File: src/rtl/dcr_seq_pkg.sv
// Shared types and sizing helpers for the DC-removal sequencer.
// Used by dc_removal_seq and dcr_frame_out.
package dcr_seq_pkg;

    typedef enum logic [2:0] {
        IDLE   = 3'd0,
        SETTLE = 3'd1,
        CALIB  = 3'd2,
        RUN    = 3'd3,
        ERR    = 3'd4
    } dcr_state_t;

    // Calibration gives up after two full averaging windows without an enable edge.
    function automatic int calib_timeout(input int avg_window);
        return 2 * avg_window;
    endfunction

    function automatic int cnt_width(input int terminal);
        return $clog2(terminal) + 1;
    endfunction

endpackage

File: src/rtl/dcr_frame_out.sv
// Output stage: one-deep sample register with valid/ready handshake,
// frame position counter, end-of-frame flag and sticky overrun.
module dcr_frame_out
    import dcr_seq_pkg::*;
#(
    parameter int DATA_WIDTH = 12,
    parameter int FRAME_LEN  = 256
) (
    input  logic                         clk,
    input  logic                         rst,
    input  logic                         flush,
    input  logic                         clr_ovr,
    input  logic                         accept,
    input  logic signed [DATA_WIDTH:0]   in_data,
    input  logic                         out_ready,
    output logic signed [DATA_WIDTH:0]   out_data,
    output logic                         out_valid,
    output logic                         out_last,
    output logic                         overrun
);

    localparam int FRAME_W = cnt_width(FRAME_LEN - 1);

    logic signed [DATA_WIDTH:0] data_reg;
    logic                       valid_reg;
    logic                       overrun_reg;
    logic [FRAME_W-1:0]         frame_cnt_reg;
    logic                       xfer;
    logic                       room;

    assign xfer = valid_reg && out_ready;
    // A sample leaving this cycle frees the register for the one arriving.
    assign room = !valid_reg || out_ready;

    always_ff @(posedge clk or posedge rst) begin
        if (rst) begin
            data_reg      <= '0;
            valid_reg     <= 1'b0;
            frame_cnt_reg <= '0;
            overrun_reg   <= 1'b0;
        end else begin
            if (flush) begin
                data_reg      <= '0;
                valid_reg     <= 1'b0;
                frame_cnt_reg <= '0;
            end else begin
                if (accept && room) begin
                    data_reg  <= in_data;
                    valid_reg <= 1'b1;
                end else if (xfer) begin
                    valid_reg <= 1'b0;
                end
                if (xfer) begin
                    frame_cnt_reg <= (frame_cnt_reg == FRAME_W'(FRAME_LEN - 1))
                                     ? '0 : frame_cnt_reg + 1'b1;
                end
            end

            if (clr_ovr) begin
                overrun_reg <= 1'b0;
            end else if (accept && !room) begin
                overrun_reg <= 1'b1;
            end
        end
    end

    assign out_data  = data_reg;
    assign out_valid = valid_reg;
    assign out_last  = valid_reg && (frame_cnt_reg == FRAME_W'(FRAME_LEN - 1));
    assign overrun   = overrun_reg;

endmodule

File: src/rtl/dc_removal_seq.sv
// DC-removal sequencer: settle, calibrate against the remover's enable, then stream frames.
// Define DCR_SEQ_DECIM_EN to accept only every DECIM-th remover sample in RUN.
module dc_removal_seq
    import dcr_seq_pkg::*;
#(
    parameter int DATA_WIDTH    = 12,
    parameter int AVG_WINDOW    = 1024,
    parameter int SETTLE_CYCLES = 256,
    parameter int FRAME_LEN     = 256,
    parameter int DECIM         = 4
) (
    input  logic                         adc_clk,
    input  logic                         rst,
    input  logic                         start,
    input  logic                         stop,
    input  logic                         recal,
    input  logic                         dcr_en,
    input  logic signed [DATA_WIDTH:0]   dcr_data,
    output logic                         dcr_stable,
    output logic signed [DATA_WIDTH:0]   out_data,
    output logic                         out_valid,
    input  logic                         out_ready,
    output logic                         out_last,
    output logic                         busy,
    output logic                         err,
    output logic                         overrun,
    output logic [2:0]                   state_o
);

    localparam int TIMEOUT   = calib_timeout(AVG_WINDOW);
    localparam int SETTLE_W  = cnt_width(SETTLE_CYCLES);
    localparam int TIMEOUT_W = cnt_width(TIMEOUT);
`ifdef DCR_SEQ_DECIM_EN
    localparam bit DECIM_ON = 1'b1;
`else
    localparam bit DECIM_ON = 1'b0;
`endif
    localparam int ACCEPT_EVERY = DECIM_ON ? DECIM : 1;
    localparam int PHASE_W      = cnt_width(ACCEPT_EVERY);

    dcr_state_t           state_reg;
    dcr_state_t           state_next;
    logic [SETTLE_W-1:0]  settle_cnt_reg;
    logic [TIMEOUT_W-1:0] timeout_cnt_reg;
    logic [PHASE_W-1:0]   phase_reg;
    logic                 dcr_en_prev_reg;
    logic                 en_rise;
    logic                 recal_ok;
    logic                 start_ok;
    logic                 flush;
    logic                 accept;

    assign en_rise  = dcr_en && !dcr_en_prev_reg;
    assign recal_ok = recal && !stop && (state_reg == RUN || state_reg == ERR);
    assign start_ok = start && !stop && (state_reg == IDLE);
    assign flush    = stop || recal_ok;
    assign accept   = (state_reg == RUN) && (phase_reg == '0) && !flush;

    always_comb begin
        state_next = state_reg;
        if (stop) begin
            state_next = IDLE;
        end else if (recal_ok || start_ok) begin
            state_next = SETTLE;
        end else begin
            case (state_reg)
                SETTLE: begin
                    if (settle_cnt_reg == SETTLE_W'(SETTLE_CYCLES - 1)) state_next = CALIB;
                end
                CALIB: begin
                    // An edge on the final timeout cycle still wins over the timeout.
                    if (en_rise) state_next = RUN;
                    else if (timeout_cnt_reg == TIMEOUT_W'(TIMEOUT - 1)) state_next = ERR;
                end
                default: ;
            endcase
        end
    end

    always_ff @(posedge adc_clk or posedge rst) begin
        if (rst) begin
            state_reg       <= IDLE;
            settle_cnt_reg  <= '0;
            timeout_cnt_reg <= '0;
            phase_reg       <= '0;
            dcr_en_prev_reg <= 1'b0;
        end else begin
            state_reg       <= state_next;
            dcr_en_prev_reg <= dcr_en;

            settle_cnt_reg  <= (state_reg == SETTLE && state_next == SETTLE)
                               ? settle_cnt_reg + 1'b1 : '0;
            timeout_cnt_reg <= (state_reg == CALIB && state_next == CALIB)
                               ? timeout_cnt_reg + 1'b1 : '0;

            // Phase restarts at 0 on every entry to RUN, so the first RUN cycle is accepted.
            if (state_reg == RUN && state_next == RUN) begin
                phase_reg <= (phase_reg == PHASE_W'(ACCEPT_EVERY - 1)) ? '0 : phase_reg + 1'b1;
            end else begin
                phase_reg <= '0;
            end
        end
    end

    dcr_frame_out #(
        .DATA_WIDTH (DATA_WIDTH),
        .FRAME_LEN  (FRAME_LEN)
    ) u_frame_out (
        .clk       (adc_clk),
        .rst       (rst),
        .flush     (flush),
        .clr_ovr   (start_ok),
        .accept    (accept),
        .in_data   (dcr_data),
        .out_ready (out_ready),
        .out_data  (out_data),
        .out_valid (out_valid),
        .out_last  (out_last),
        .overrun   (overrun)
    );

    assign dcr_stable = (state_reg == CALIB) || (state_reg == RUN);
    assign busy       = (state_reg != IDLE);
    assign err        = (state_reg == ERR);
    assign state_o    = state_reg;

endmodule
File: config.mk
export PLATFORM = sky130hd
export DESIGN_NAME = dc_removal_seq
export DESIGN_NICKNAME = d
export VERILOG_FILES = /design/src/rtl/dcr_seq_pkg.sv /design/src/rtl/dcr_frame_out.sv /design/src/rtl/dc_removal_seq.sv
export SDC_FILE = /design/constraint.sdc
export NUM_CORES = 1
export LEC_CHECK = 0
export BUFFER_PORTS_ARGS = -buffer_cell sky130_fd_sc_hd__buf_2
export CORE_UTILIZATION = 25
export CTS_BUF_LIST = sky130_fd_sc_hd__clkbuf_16
export DETAILED_ROUTE_END_ITERATION = 12
export SYNTH_ARGS = -nofsm -noshare
export SYNTH_HDL_FRONTEND = slang
export SYNTH_SLANG_ARGS = --single-unit
File: constraint.sdc
create_clock -name adc_clk -period 3 [get_ports adc_clk]
set_input_delay 0.15 -clock adc_clk [delete_from_list [all_inputs] [get_ports adc_clk]]
set_output_delay 0.15 -clock adc_clk [all_outputs]
set_load 0.02 [all_outputs]
==> summary.md <==
| Metric | Value |
|---|---|
| Post-route insts no fill | `410` |
| Synth Cell Area | `2380 um2` |
| Routing usage on met2 | `0.175` |
| Die X-Extent | `99.6 um` |
| R2R Path Start | `settle_cnt_reg[0]` |
| Root Buffer | `clkbuf_16` |
| Hold Path End | `u_frame_out.out_data[7]` |
| Detail Route Antenna Nets | `0` |
| Yosys top cell area share | `0.515` |
| Max Freq | `451 MHz` |
| P_sw | `0.278 mW` |
| Top post-synthesis cells by area | `dfrtp_1 51%, o2bb2ai_1 5.1%, xnor2_1 4.8%` |
| Area delta synth->final | `21.5%` |
| Clock share of power | `0.468` |
| R2R cell count | `9` |
| Slew margin rel. | `0.328` |
| CTS tree | `yes` |
| Placed Area | `2710 um2` |
| GP Congestion | `0.743` |
| Via density | `4.44` |
| Worst VDD drop | `0.210 mV` |
| Hold depth | `2` |
| Most instantiated cells after synthesis | `49 x dfrtp_1, 29 x nand2_1, 27 x nor2_1, 14 x o2bb2ai_1, 13 x xnor2_1` |
| Minimum clock period | `2220 ps` |
| Flop pwr share | `0.493` |
| Vias in the first global route | `1,809` |
| Hold crit path type | `in -> reg` |
| Number of flops mapped to enable cells by yosys | `0` |
| First-pass GRT wire length | `8650 um` |
| Worst Min Path Start | `dcr_data[7]` |
| Asr flop ratio synth | `1.00` |
| RSZ-0062 raised after global routing | `no` |
| Cell count after synthesis | `240` |
| Final period utilization | `0.739` |
| Total power | `1.35 mW` |
| Post-route design area | `2890 um2` |
| Tot GR Track Use | `0.109` |
| Die ar. | `9920 um2` |
| Drt drc | `0` |
| Crit path DAT | `2360 ps` |
| Distinct cells, synth | `40` |
| Final Hold Vio Count | `0` |
| Layout Utilization | `0.313` |
| Final Max Slew Viols | `0` |
| Drt initial violations | `91` |
| Core Box Area | `9240 um2` |
| WHS | `72.5 ps` |
| GRT Max-Usage Layer | `met2` |
| Number of cells in the design after placement | `401` |
| Ant. Diodes | `0` |
| Router iterations before antenna repair | `4` |
| Worst clock skew | `7.71 ps` |
| Setup violations, final | `0` |
| CP Capture Type | `flop` |
| Die Ht | `99.6 um` |
| Detailed placement HPWL | `3540 um` |
| Synth Register Bits | `49` |
| Dpl ws | `780 ps` |
| CP max FO | `13` |
| GR Util met1 | `0.143` |
| Routed Wire Length | `5010 um` |
| Synthesized Nets | `264` |
| Routed len/inst | `12.2 um` |
| Synthesized area per cell | `9.92 um2` |
| Setup WS post-layout | `784 ps` |
| Synth Flop Type | `dfrtp_1` |
| Top-count cell post-synth | `dfrtp_1` |
| Clock buffer depth | `2` |
| Reg clk slew, reported paths | `70 ps` |
| RR Endpoint | `timeout_cnt_reg[10]` |
| Clk_lat worst skew | `290 ps` |
| NumNets Final | `304` |
| Initial Util | `0.258` |
| Power per standard cell area | `468 nW/um2` |
| I/O pin cnt | `42` |
| Max FFs per register | `13` |
| Startpoint type of the worst setup path | `flop` |
| CTS Buf Count | `5` |
| Reg-to-reg setup timing slack | `780 ps` |
| WS Path Type | `reg -> reg` |
| CP required | `3140 ps` |
| Register area share after synthesis | `0.515` |
| Max-Cap Viols | `0` |
| Vias after detailed routing | `1,822` |
| Sink Count | `49` |
| Cts repair resizes | `0` |
| Initial antenna violation count | `0` |
| Port buffer count | `41` |
| Final TNS setup | `0 ps` |
| Worst setup startpoint | `settle_cnt_reg[0]` |
| Met3 Use GR | `0.0281` |
| Status | `finished clean` |
| Combinational power share | `0.038` |
| Synthesis Warnings | `0` |
| Leakage Power | `1.27 nW` |
| Grt ovf | `0` |
| Sw Ratio | `0.206` |
| Area leader, netlist | `dfrtp_1` |
| Largest net degree at the start of global routing | `50` |
| H-tree Lvls | `2` |
| Actual slew at the worst max-slew pin | `1010 ps` |
| Share of cells above drive strength 1 | `0.199` |
| Internal Pwr Total | `1.07 mW` |
| Row cnt | `35` |
-- cells in the final DEF, fill, tap and decap left out, types with 2 or more instances in the layout --
cell,n
dfrtp_1,49
buf_2,41
nand2_1,29
nor2_1,27
o2bb2ai_1,14
xnor2_1,13
inv_1,10
nand3_1,9
a21oi_1,7
nor3b_1,7
nor3_1,5
xor2_1,5
clkbuf_16,5
nand2b_1,4
nor2b_1,4
or3_1,4
or4_1,4
ha_1,4
nand4_1,3
buf_4,3
a31oi_1,2
o21ai_0,2
and3_1,2
o22ai_1,2
nor4b_1,2
a41oi_1,2
nor4_1,2
o211a_1,2
and2_1,2
a311oi_1,2
-- area by class of cell --
class | instances | area [um2]
clock buffers | 5 | 125
clock inverters | 3 | 46.3
fillers | 953 | 6350
inverters | 11 | 41.3
multi-input cells | 168 | 1050
flip-flops and latches | 49 | 1230
well taps | 129 | 161
repair buffers | 45 | 238
-- critical path: stages (launching register included) --
cell and delay, ps:
dfrtp_1 400, ha_1 230, nand3_1 120, nor2_1 80
and3_1 180, ha_1 190, nand2_1 90, o22ai_1 100
a22oi_2 560, nor4b_1 130
-- power groups by stage --
stage / sequential, mW / clock [mW] / combinational [mW]
2_1_floorplan: 0.678 / 0 / 0.0291
3_3_place_gp: 0.680 / 0 / 0.0527
3_5_place_dp: 0.680 / 0 / 0.0529
4_1_cts: 0.667 / 0.657 / 0.0543
5_1_grt: 0.668 / 0.690 / 0.0594
6_report: 0.668 / 0.634 / 0.0521
-- metal layers --
| layer | share of wire | wire length [um] | up-vias |
|---|---|---|---|
| li1 | - | - | 919 |
| met5 | 0 | 0 | - |
| met3 | 0.043 | 217 | 4 |
| met4 | 0.0092 | 46 | 0 |
| met1 | 0.49 | 2480 | 854 |
| met2 | 0.45 | 2260 | 45 |
-- how the worst max path moves through the flow --
| stage | to | cells past startpoint |
|---|---|---|
| after CTS | timeout_cnt_reg[10] | 9 |
| after global routing | timeout_cnt_reg[8] | 9 |
| final | timeout_cnt_reg[10] | 9 |
| after floorplan | settle_cnt_reg[5] | 8 |
| after global placement | timeout_cnt_reg[10] | 9 |
| after detailed placement | timeout_cnt_reg[10] | 9 |
-- repair_timing --
item	4_1_cts	5_1_grt
buffers inserted	0	0
hold endpoints to repair	1	0
hold buffers	1	0
-- cell families after synthesis --
group	after synthesis	share of synthesized area
buffers and inverters	23	0.0420
and+or+nand+nor	108	0.232
adders and majority gates	4	0.0210
muxes	1	0.00420
xor gates and xnor gates	18	0.0662
DFF	49	0.515
AOI/OAI and AO/OA	37	0.120
No activity file was read; power rests on OpenSTA's default activity.
